===== src/rtl/fnd_decoder.sv =====
// fnd_decoder: recovers the number shown on a multiplexed 4-digit common-anode
// seven-segment display by sniffing its digit-select and segment lines.
//
// Ports:
//   clk        in   system clock
//   reset      in   asynchronous, active-high reset
//   an[3:0]    in   digit selects, active-low (1110 ones .. 0111 thousands)
//   seg_data   in   segment pattern, 0 = lit, bit7 = dp, bits6..0 = g..a
//   data_out   out  last successfully decoded value, 0..9999
//   data_valid out  one-cycle pulse when data_out updates
//   seg_error  out  one-cycle pulse when a completed frame held a bad digit
module fnd_decoder #(
    parameter int unsigned SETTLE_CYCLES = 16
) (
    input  logic        clk,
    input  logic        reset,
    input  logic [3:0]  an,
    input  logic [7:0]  seg_data,
    output logic [13:0] data_out,
    output logic        data_valid,
    output logic        seg_error
);

    typedef enum logic {StIdle, StConvert} state_e;

    localparam logic [7:0] SettleMax = 8'(SETTLE_CYCLES);
    // Count value one edge before the counter reaches SETTLE_CYCLES-1.
    localparam logic [7:0] CaptureFrom = 8'(SETTLE_CYCLES - 2);

    // Synchronizer plus one delayed copy for change detection.
    logic [11:0] sync1_q, sync2_q, prev_q;
    logic [7:0]  cnt_q, cnt_d;
    logic        stable;

    always_ff @(posedge clk or posedge reset) begin
        if (reset) begin
            sync1_q <= '1;
            sync2_q <= '1;
            prev_q  <= '1;
            cnt_q   <= '0;
        end else begin
            sync1_q <= {an, seg_data};
            sync2_q <= sync1_q;
            prev_q  <= sync2_q;
            cnt_q   <= cnt_d;
        end
    end

    assign stable = (sync2_q == prev_q);

    always_comb begin
        cnt_d = cnt_q;
        if (!stable) begin
            cnt_d = '0;
        end else if (cnt_q != SettleMax) begin
            cnt_d = cnt_q + 8'd1;
        end
    end

    // Digit position from the synchronized selects; anything not one-hot-low is ignored.
    logic [3:0] an_s;
    logic [6:0] seg_s;
    logic       pos_valid;
    logic [1:0] pos_idx;

    assign an_s  = sync2_q[11:8];
    assign seg_s = sync2_q[6:0];

    always_comb begin
        pos_valid = 1'b1;
        pos_idx   = 2'd0;
        case (an_s)
            4'b1110: pos_idx = 2'd0;
            4'b1101: pos_idx = 2'd1;
            4'b1011: pos_idx = 2'd2;
            4'b0111: pos_idx = 2'd3;
            default: pos_valid = 1'b0;
        endcase
    end

    // Segment decode, dp ignored.
    logic [3:0] dec_val;
    logic       dec_inv;

    always_comb begin
        dec_val = 4'd0;
        dec_inv = 1'b0;
        case (seg_s)
            7'h40:   dec_val = 4'd0;
            7'h79:   dec_val = 4'd1;
            7'h24:   dec_val = 4'd2;
            7'h30:   dec_val = 4'd3;
            7'h19:   dec_val = 4'd4;
            7'h12:   dec_val = 4'd5;
            7'h02:   dec_val = 4'd6;
            7'h78:   dec_val = 4'd7;
            7'h00:   dec_val = 4'd8;
            7'h10:   dec_val = 4'd9;
            default: dec_inv = 1'b1;
        endcase
    end

    logic capture;
    assign capture = stable && (cnt_q == CaptureFrom) && pos_valid;

    // Collection registers: digits packed 4 bits per position, ones at [3:0].
    logic [15:0] digits_q, digits_d;
    logic [3:0]  inv_q, inv_d;
    logic [3:0]  mask_q, mask_d;
    logic [3:0]  mask_set;
    logic        frame_done;

    assign mask_set   = mask_q | (4'b0001 << pos_idx);
    assign frame_done = capture && (mask_set == 4'b1111);

    always_comb begin
        digits_d = digits_q;
        inv_d    = inv_q;
        mask_d   = mask_q;
        if (capture) begin
            digits_d[{pos_idx, 2'b00} +: 4] = dec_val;
            inv_d[pos_idx]                  = dec_inv;
            // A completion always clears the mask, even if CONVERT ignores it.
            mask_d = (mask_set == 4'b1111) ? 4'b0000 : mask_set;
        end
    end

    always_ff @(posedge clk or posedge reset) begin
        if (reset) begin
            digits_q <= '0;
            inv_q    <= '0;
            mask_q   <= '0;
        end else begin
            digits_q <= digits_d;
            inv_q    <= inv_d;
            mask_q   <= mask_d;
        end
    end

    // Conversion FSM working on a snapshot so new captures cannot disturb it.
    state_e      state_q, state_d;
    logic [1:0]  step_q, step_d;
    logic [13:0] acc_q, acc_d, acc_next;
    logic [15:0] snap_q, snap_d;
    logic [3:0]  snap_inv_q, snap_inv_d;
    logic [13:0] data_out_q, data_out_d;
    logic        valid_q, valid_d;
    logic        err_q, err_d;
    logic [1:0]  sel;
    logic [3:0]  cur_digit;
    logic        converting;

    assign converting = (state_q == StConvert);
    // Step 0 takes thousands (position 3), step 3 takes ones.
    assign sel       = ~step_q;
    assign cur_digit = snap_q[{sel, 2'b00} +: 4];
    assign acc_next  = acc_q * 14'd10 + {10'd0, cur_digit};

    always_comb begin
        state_d    = state_q;
        step_d     = step_q;
        acc_d      = acc_q;
        snap_d     = snap_q;
        snap_inv_d = snap_inv_q;
        data_out_d = data_out_q;
        valid_d    = 1'b0;
        err_d      = 1'b0;
        case (state_q)
            StIdle: begin
                if (frame_done) begin
                    snap_d     = digits_d;
                    snap_inv_d = inv_d;
                    acc_d      = '0;
                    step_d     = 2'd0;
                    state_d    = StConvert;
                end
            end
            StConvert: begin
                acc_d  = acc_next;
                step_d = step_q + 2'd1;
                if (step_q == 2'd3) begin
                    state_d = StIdle;
                    if (|snap_inv_q) begin
                        err_d = 1'b1;
                    end else begin
                        data_out_d = acc_next;
                        valid_d    = 1'b1;
                    end
                end
            end
            default: state_d = StIdle;
        endcase
    end

    always_ff @(posedge clk or posedge reset) begin
        if (reset) begin
            state_q    <= StIdle;
            step_q     <= '0;
            acc_q      <= '0;
            snap_q     <= '0;
            snap_inv_q <= '0;
            data_out_q <= '0;
            valid_q    <= 1'b0;
            err_q      <= 1'b0;
        end else begin
            state_q    <= state_d;
            step_q     <= step_d;
            acc_q      <= acc_d;
            snap_q     <= snap_d;
            snap_inv_q <= snap_inv_d;
            data_out_q <= data_out_d;
            valid_q    <= valid_d;
            err_q      <= err_d;
        end
    end

    assign data_out   = data_out_q;
    assign data_valid = valid_q;
    assign seg_error  = err_q;

endmodule


===== config.mk =====
export PLATFORM = sky130hd
export DESIGN_NAME = fnd_decoder
export DESIGN_NICKNAME = d
export VERILOG_FILES = /design/src/rtl/fnd_decoder.sv
export SDC_FILE = /design/constraint.sdc
export NUM_CORES = 1
export LEC_CHECK = 0
export BUFFER_PORTS_ARGS = -buffer_cell sky130_fd_sc_hd__buf_2
export CORE_AREA = 3 3 108 110
export DETAILED_ROUTE_END_ITERATION = 8
export DIE_AREA = 0 0 111 113
export GPL_TIMING_DRIVEN = 0
export PLACE_DENSITY = 0.72
export SLEW_MARGIN = 30
export SYNTH_ARGS = -nofsm -noshare
export SYNTH_HDL_FRONTEND = slang
export SYNTH_SLANG_ARGS = --single-unit
export TNS_END_PERCENT = 10

===== constraint.sdc =====
create_clock -name clk -period 5.9 [get_ports clk]
set_input_delay 1.18 -clock clk [delete_from_list [all_inputs] [get_ports clk]]
set_output_delay 1.18 -clock clk [all_outputs]
set_load 0.03 [all_outputs]

# Yosys cells after proc, flatten, opt, wreduce, memory -nomap -nowiden

Cells that the tools add are included.

Register bits after elaboration: 121
Latch bits: 0
Bits in writable memories: 0
Memory bits (read-only): 0
Input bits: 14
Output and inout port bits: 16
Word-level logic and storage cells: 86
Memories kept: 0

$add $sub $neg: 4
Multiply operators: 1
Div/mod/pow operators: 0
$lt $le $gt $ge: 2
Eq/ne operators: 20
Shifts and indexed selects: 4
Multiplexer cells: 26
Bitwise logic cells: 4
Reduce and logical (&&, ||, !) cells: 10

Operator list:

| cell                     | count |
|---|---|
| $pmux W4 S9              | 1 |
| $pmux W14 S2             | 1 |
| $eq A7 B5 Y1 const B     | 3 |
| $eq A7 B7 Y1 const B     | 3 |
| $bwmux W16               | 1 |
| $eq A4 B4 Y1 const B     | 4 |
| $mux W16                 | 1 |
| $mux W8                  | 2 |
| $shift A4 B6 Y16 const A | 1 |
| $shiftx A16 B5 Y4        | 1 |
| $shiftx A4 B6 Y16        | 1 |
| $add A14 B4 Y14          | 1 |
| $eq A7 B6 Y1 const B     | 2 |
| $mul A14 B3 Y13 const B  | 1 |
| $mux W14                 | 1 |
| $eq A12 B12 Y1           | 1 |
| $mux W1                  | 11 |
| $reduce_or A10 Y1        | 1 |
| $add A8 B1 Y8 const B    | 1 |
| $eq A8 B4 Y1 const B     | 1 |
| $mux W4                  | 2 |
| $ne A8 B5 Y1 const B     | 1 |
| $reduce_or A4 Y1         | 2 |
| $eq A7 B2 Y1 const B     | 1 |
| other kinds (22)         | 26 |

# Longest topological paths before layout

Word-level depth: 8
Depth in mapped cells: 10
Mapped depth without buffers: 9

# Worst setup path before layout

OpenSTA, ideal clock, no wires.

Path kind: reg2reg
Start: register acc_q[1]
End: register data_out_q[12], in the netlist data_out[12]
Arrival time: 2.662 ns
Data required time: 5.775 ns
Setup slack: 3.113 ns
Cell stages (with the launch flop): 10
Period minus slack after synthesis: 2.787 ns
Cell sequence: dfrtp_1 > ha_1 > ha_1 > fa_1 > xnor2_1 > or2_2 > nor4_2 > o2111ai_1 > xor2_1 > mux2_2

Word-level cells in the longest chain between the ends: 2

Ends and longest elaborated chain:

| what                   | RTL line | source |
|---|---|---|
| from (decl)            | 143      | `logic [13:0] acc_q, acc_d, acc_next;` |
| from (signal assigned) | 199      | `acc_q <= '0;` |
| from (signal assigned) | 208      | `acc_q <= acc_d;` |
| $mul A14 B3 Y13        | 157      | `assign acc_next = acc_q * 14'd10 + {10'd0, cur_digit};` |
| $add A14 B4 Y14        | 157      |  |
| to (signal assigned)   | 211      | `data_out_q <= data_out_d;` |
| to (decl)              | 146      | `logic [13:0] data_out_q, data_out_d;` |

Every way passes these cells.
A chain may end at the register's enable or synchronous reset.

# Worst setup path after layout

Start: register step_q[0]
End: register data_out_q[11], in the netlist data_out[11]

Word-level cells in the longest chain between the ends: 3

Ends and longest elaborated chain:

| what                   | RTL line | source |
|---|---|---|
| from (decl)            | 142      | `logic [1:0] step_q, step_d;` |
| from (signal assigned) | 207      | `step_q <= step_d;` |
| $not A2 Y2             | 155      | `assign sel = ~step_q;` |
| $shiftx A16 B5 Y4      | 156      | `assign cur_digit = snap_q[{sel, 2'b00} +: 4];` |
| $add A14 B4 Y14        | 157      |  |

Parallel ways exist; a longest one is shown, timed or not.

==> impl_metrics.csv <==
group,metric,value,unit
sta,rsz0062_at_grt,"no",
grt,grt_overflow,0,
clock_network,clk_path_buf_depth,2,
floorplanning,fp.dieW,111,µm
placed_design,dp_hpwl,7990,µm
route,drt-initial-drc-count,131,
sta,period_needed,3120,ps
sta,fin_tns_setup,0,ps
pwr,power.static_leakage,0.00319,µW
sta,slew_headroom,0.601,
finish,fin_nets,566,
placed_design,placed_cells,638,
finish,antenna_cells,0,
placed_design,io_buffers,29,
sta,fin_skew,5.15,ps
pwr,ir_drop,0.260,mV
synth,synth-edff-count,0,
synth,yosys.area_share.simple,0.114,
finish,drive_above_1_share,0.328,
synth,yosysUniqueCellTypes,60,
synth,synth_nets,517,
sta,max_freq,321,MHz
clock_network,cts-root-buf,"clkbuf_8",
floorplanning,core-area,0.0108,mm²
synth,yosys_warnings,0,
clock_network,clkTransAtPathRegs,60,ps
clock_network,cts_resized,0,
synth,synth_compound_area_frac,0.0852,
route,wl_per_cell,16.9,µm
route,first_pass_iters,4,
sta,hold_violations,0,
worst_setup_path,start_kind,"flop",
finish,fin_cells,670,
clock_network,cts_made_buffers,17,
grt,antenna_found_initial,0,
run,drv_cap,0,
sta,timing.final.crit_share,0.528,
floorplanning,ios,30,
grt,grt_max_degree,64,
worst_setup_path,cp_max_fo,5,
sta,finalWorstSetupSlack,2780,ps
placed_design,routabilityCongestion,0.887,
grt,track_usage,0.198,
route,drt_wl_total,11300,µm
clock_network,htreeDepth,4,
floorplanning,rows,38,
synth,synthXorXnorAreaFrac,0.0548,
worst_setup_path,path_class,"flop to flop",
placed_design,place_ws,2770,ps
sta,holdWs,354,ps
sta,setup_viol,0,
synth,synthCells,468,
synth,async_reset_ff_frac,1.00,
clock_network,ctsHoldBuffers,0,
route,drc_errors,0,
floorplanning,start_util,0.548,
finish,area_growth,15.5,%
worst_setup_path,crit_required,6300,ps
clock_network,post_cts_buffers,0,
floorplanning,die_area,0.0125,mm²
status,status,"complete, no violations",
clock_network,cts_tree,"done",
synth,ys.flop_type,"dfrtp_1",
placed_design,place_area,0.00627,mm²
synth,synthMuxAreaShare,0.126,
route,viasPerCell,5.63,
synth,synthAdderAreaFrac,0.0766,
pwr,power_density,276,mW/mm²
synth,synth_top_family_by_area,"multiplexers",
grt,grt_pass1_wl,19500,µm
clock_network,clk_latency,520,ps
sta,slew_viol_final,0,
synth,synth.avg_cell_area,12.6,µm²
sta,worst_pin_slew,598,ps
worst_setup_path,end_kind,"flop",
route,detail-route-antenna-nets,0,
clock_network,clock_sinks,120,
finish,final_area,0.00683,mm²
grt,grt_pass1_vias,3941,
route,vias,3771,
synth,ys_ff_latch,120,
synth,synth_area,0.00592,mm²
synth,ys_seq_area_frac,0.515,
min_path,hp-class,"flop to flop",
worst_setup_path,arrival,3520,ps
floorplanning,die_h,113,µm
per-layer routing:
metal | vias to the layer above | GRT usage | part of all wire
met5 | - | 0 | 0
met1 | 1892 | 0.247 | 0.44
met2 | 64 | 0.330 | 0.50
met4 | 0 | 0.0747 | 0.022
li1 | 1792 | - | -
met3 | 23 | 0.0561 | 0.036
synth_stat cells (3+ instances only):
master / count / share of area
a22o_1: 11 / 0.016
mux2_4: 19 / 0.048
nand4_1: 8 / 0.0085
mux4_2: 4 / 0.015
a21o_1: 4 / 0.0051
nand3b_1: 3 / 0.0038
clkbuf_1: 5 / 0.0032
and2_1: 9 / 0.0095
nand2_1: 13 / 0.0082
nor4_1: 4 / 0.0042
o2bb2ai_1: 4 / 0.0059
a21oi_1: 21 / 0.018
ha_1: 33 / 0.070
xor2_1: 10 / 0.015
buf_2: 5 / 0.0042
nor2_1: 34 / 0.022
mux2_2: 31 / 0.059
inv_1: 10 / 0.0063
or3_1: 3 / 0.0032
dfstp_2: 36 / 0.16
dfrtp_1: 84 / 0.36
nor3_1: 12 / 0.010
nor2b_1: 8 / 0.0085
nand4b_1: 4 / 0.0059
o211ai_1: 5 / 0.0063
o21ai_0: 5 / 0.0042
nand3_1: 11 / 0.0093
xnor2_1: 27 / 0.040
registers in the layout, summed over array words and instances (netlist names):
register and cells:
acc_q 13, cnt_q 8, converting 1, data_out 14
data_valid 1, digits_q 16, inv_q 4, mask_q 4
prev_q 12, seg_error 1, snap_inv_q 4, snap_q 16
step_q 2, sync1_q 12, sync2_q 12
critical path: stages (launching register included):
cell and delay, ps:
dfrtp_1 350, clkbuf_1 380, mux4_2 610, ha_1 230, fa_1 410, a21oi_1 290, nor3_1 130, nand4_1 200
xor2_1 120, mux2_2 270
power by group:
| part | internal [µW] | total (µW) | leakage (µW) | switching [µW] |
|---|---|---|---|---|
| clock | 579 | 971 | 0.000276 | 392 |
| sequential | 846 | 854 | 0.00155 | 7.71 |
| combinational | 21.0 | 60.1 | 0.00137 | 39.1 |
cells by family after synthesis:
family / count (synthesis)
AND/OR/NAND/NOR: 123
multiplexers: 56
flip-flops: 120
AO/OA/AOI/OAI: 69
buffers and inverters: 28
adder cells (fa/ha/maj): 35
XOR/XNOR: 37
cell type report:
class | count | area, µm²
timing repair buffer | 30 | 173
inverter | 11 | 48.8
multi-input combinational | 320 | 2700
clock buffer | 18 | 428
clock inverter | 14 | 135
sequential | 120 | 3050
buffer | 17 | 125
fill | 808 | 3960
tap | 140 | 175
cells in the final DEF (no fill, tap or decap), types with 13 or more instances in the layout:
| cell type | Yosys | routed |
|---|---|---|
| dfrtp_1 | 84 | 84 |
| dfstp_2 | 36 | 36 |
| nor2_1 | 34 | 34 |
| buf_2 | 5 | 34 |
| ha_1 | 33 | 33 |
| mux2_2 | 31 | 31 |
| xnor2_1 | 27 | 27 |
| a21oi_1 | 21 | 21 |
| mux2_4 | 19 | 19 |
| clkbuf_16 | 0 | 16 |
| nand2_1 | 13 | 13 |
worst paths after layout:
| path | startpoint | to | slack (ps) | cells after the start |
|---|---|---|---|---|
| max | step_q[0]$_DFFE_PP0P_ | data_out[11]$_DFFE_PP0P_ | 2780 | 9 |
| min | sync1_q[2]$_DFF_PP1_ | sync2_q[2]$_DFF_PP1_ | 350 | 0 |
| max reg2reg | step_q[0]$_DFFE_PP0P_ | data_out[11]$_DFFE_PP0P_ | 2780 | 9 |
| min reg2reg | sync1_q[2]$_DFF_PP1_ | sync2_q[2]$_DFF_PP1_ | 350 | 0 |
| max in group asynchronous | reset | sync2_q[9]$_DFF_PP1_ | 4560 | 3 |
| min in group asynchronous | reset | digits_q[1]$_DFF_PP0_ | 690 | 2 |
metrics by stage:
step	util	power (µW)
floorplan	-	908
global placement	0.578	923
detailed placement	0.581	929
CTS	0.633	1910
global route	0.633	1960
finish	0.633	1880
Power figures use the tool's default switching activity.
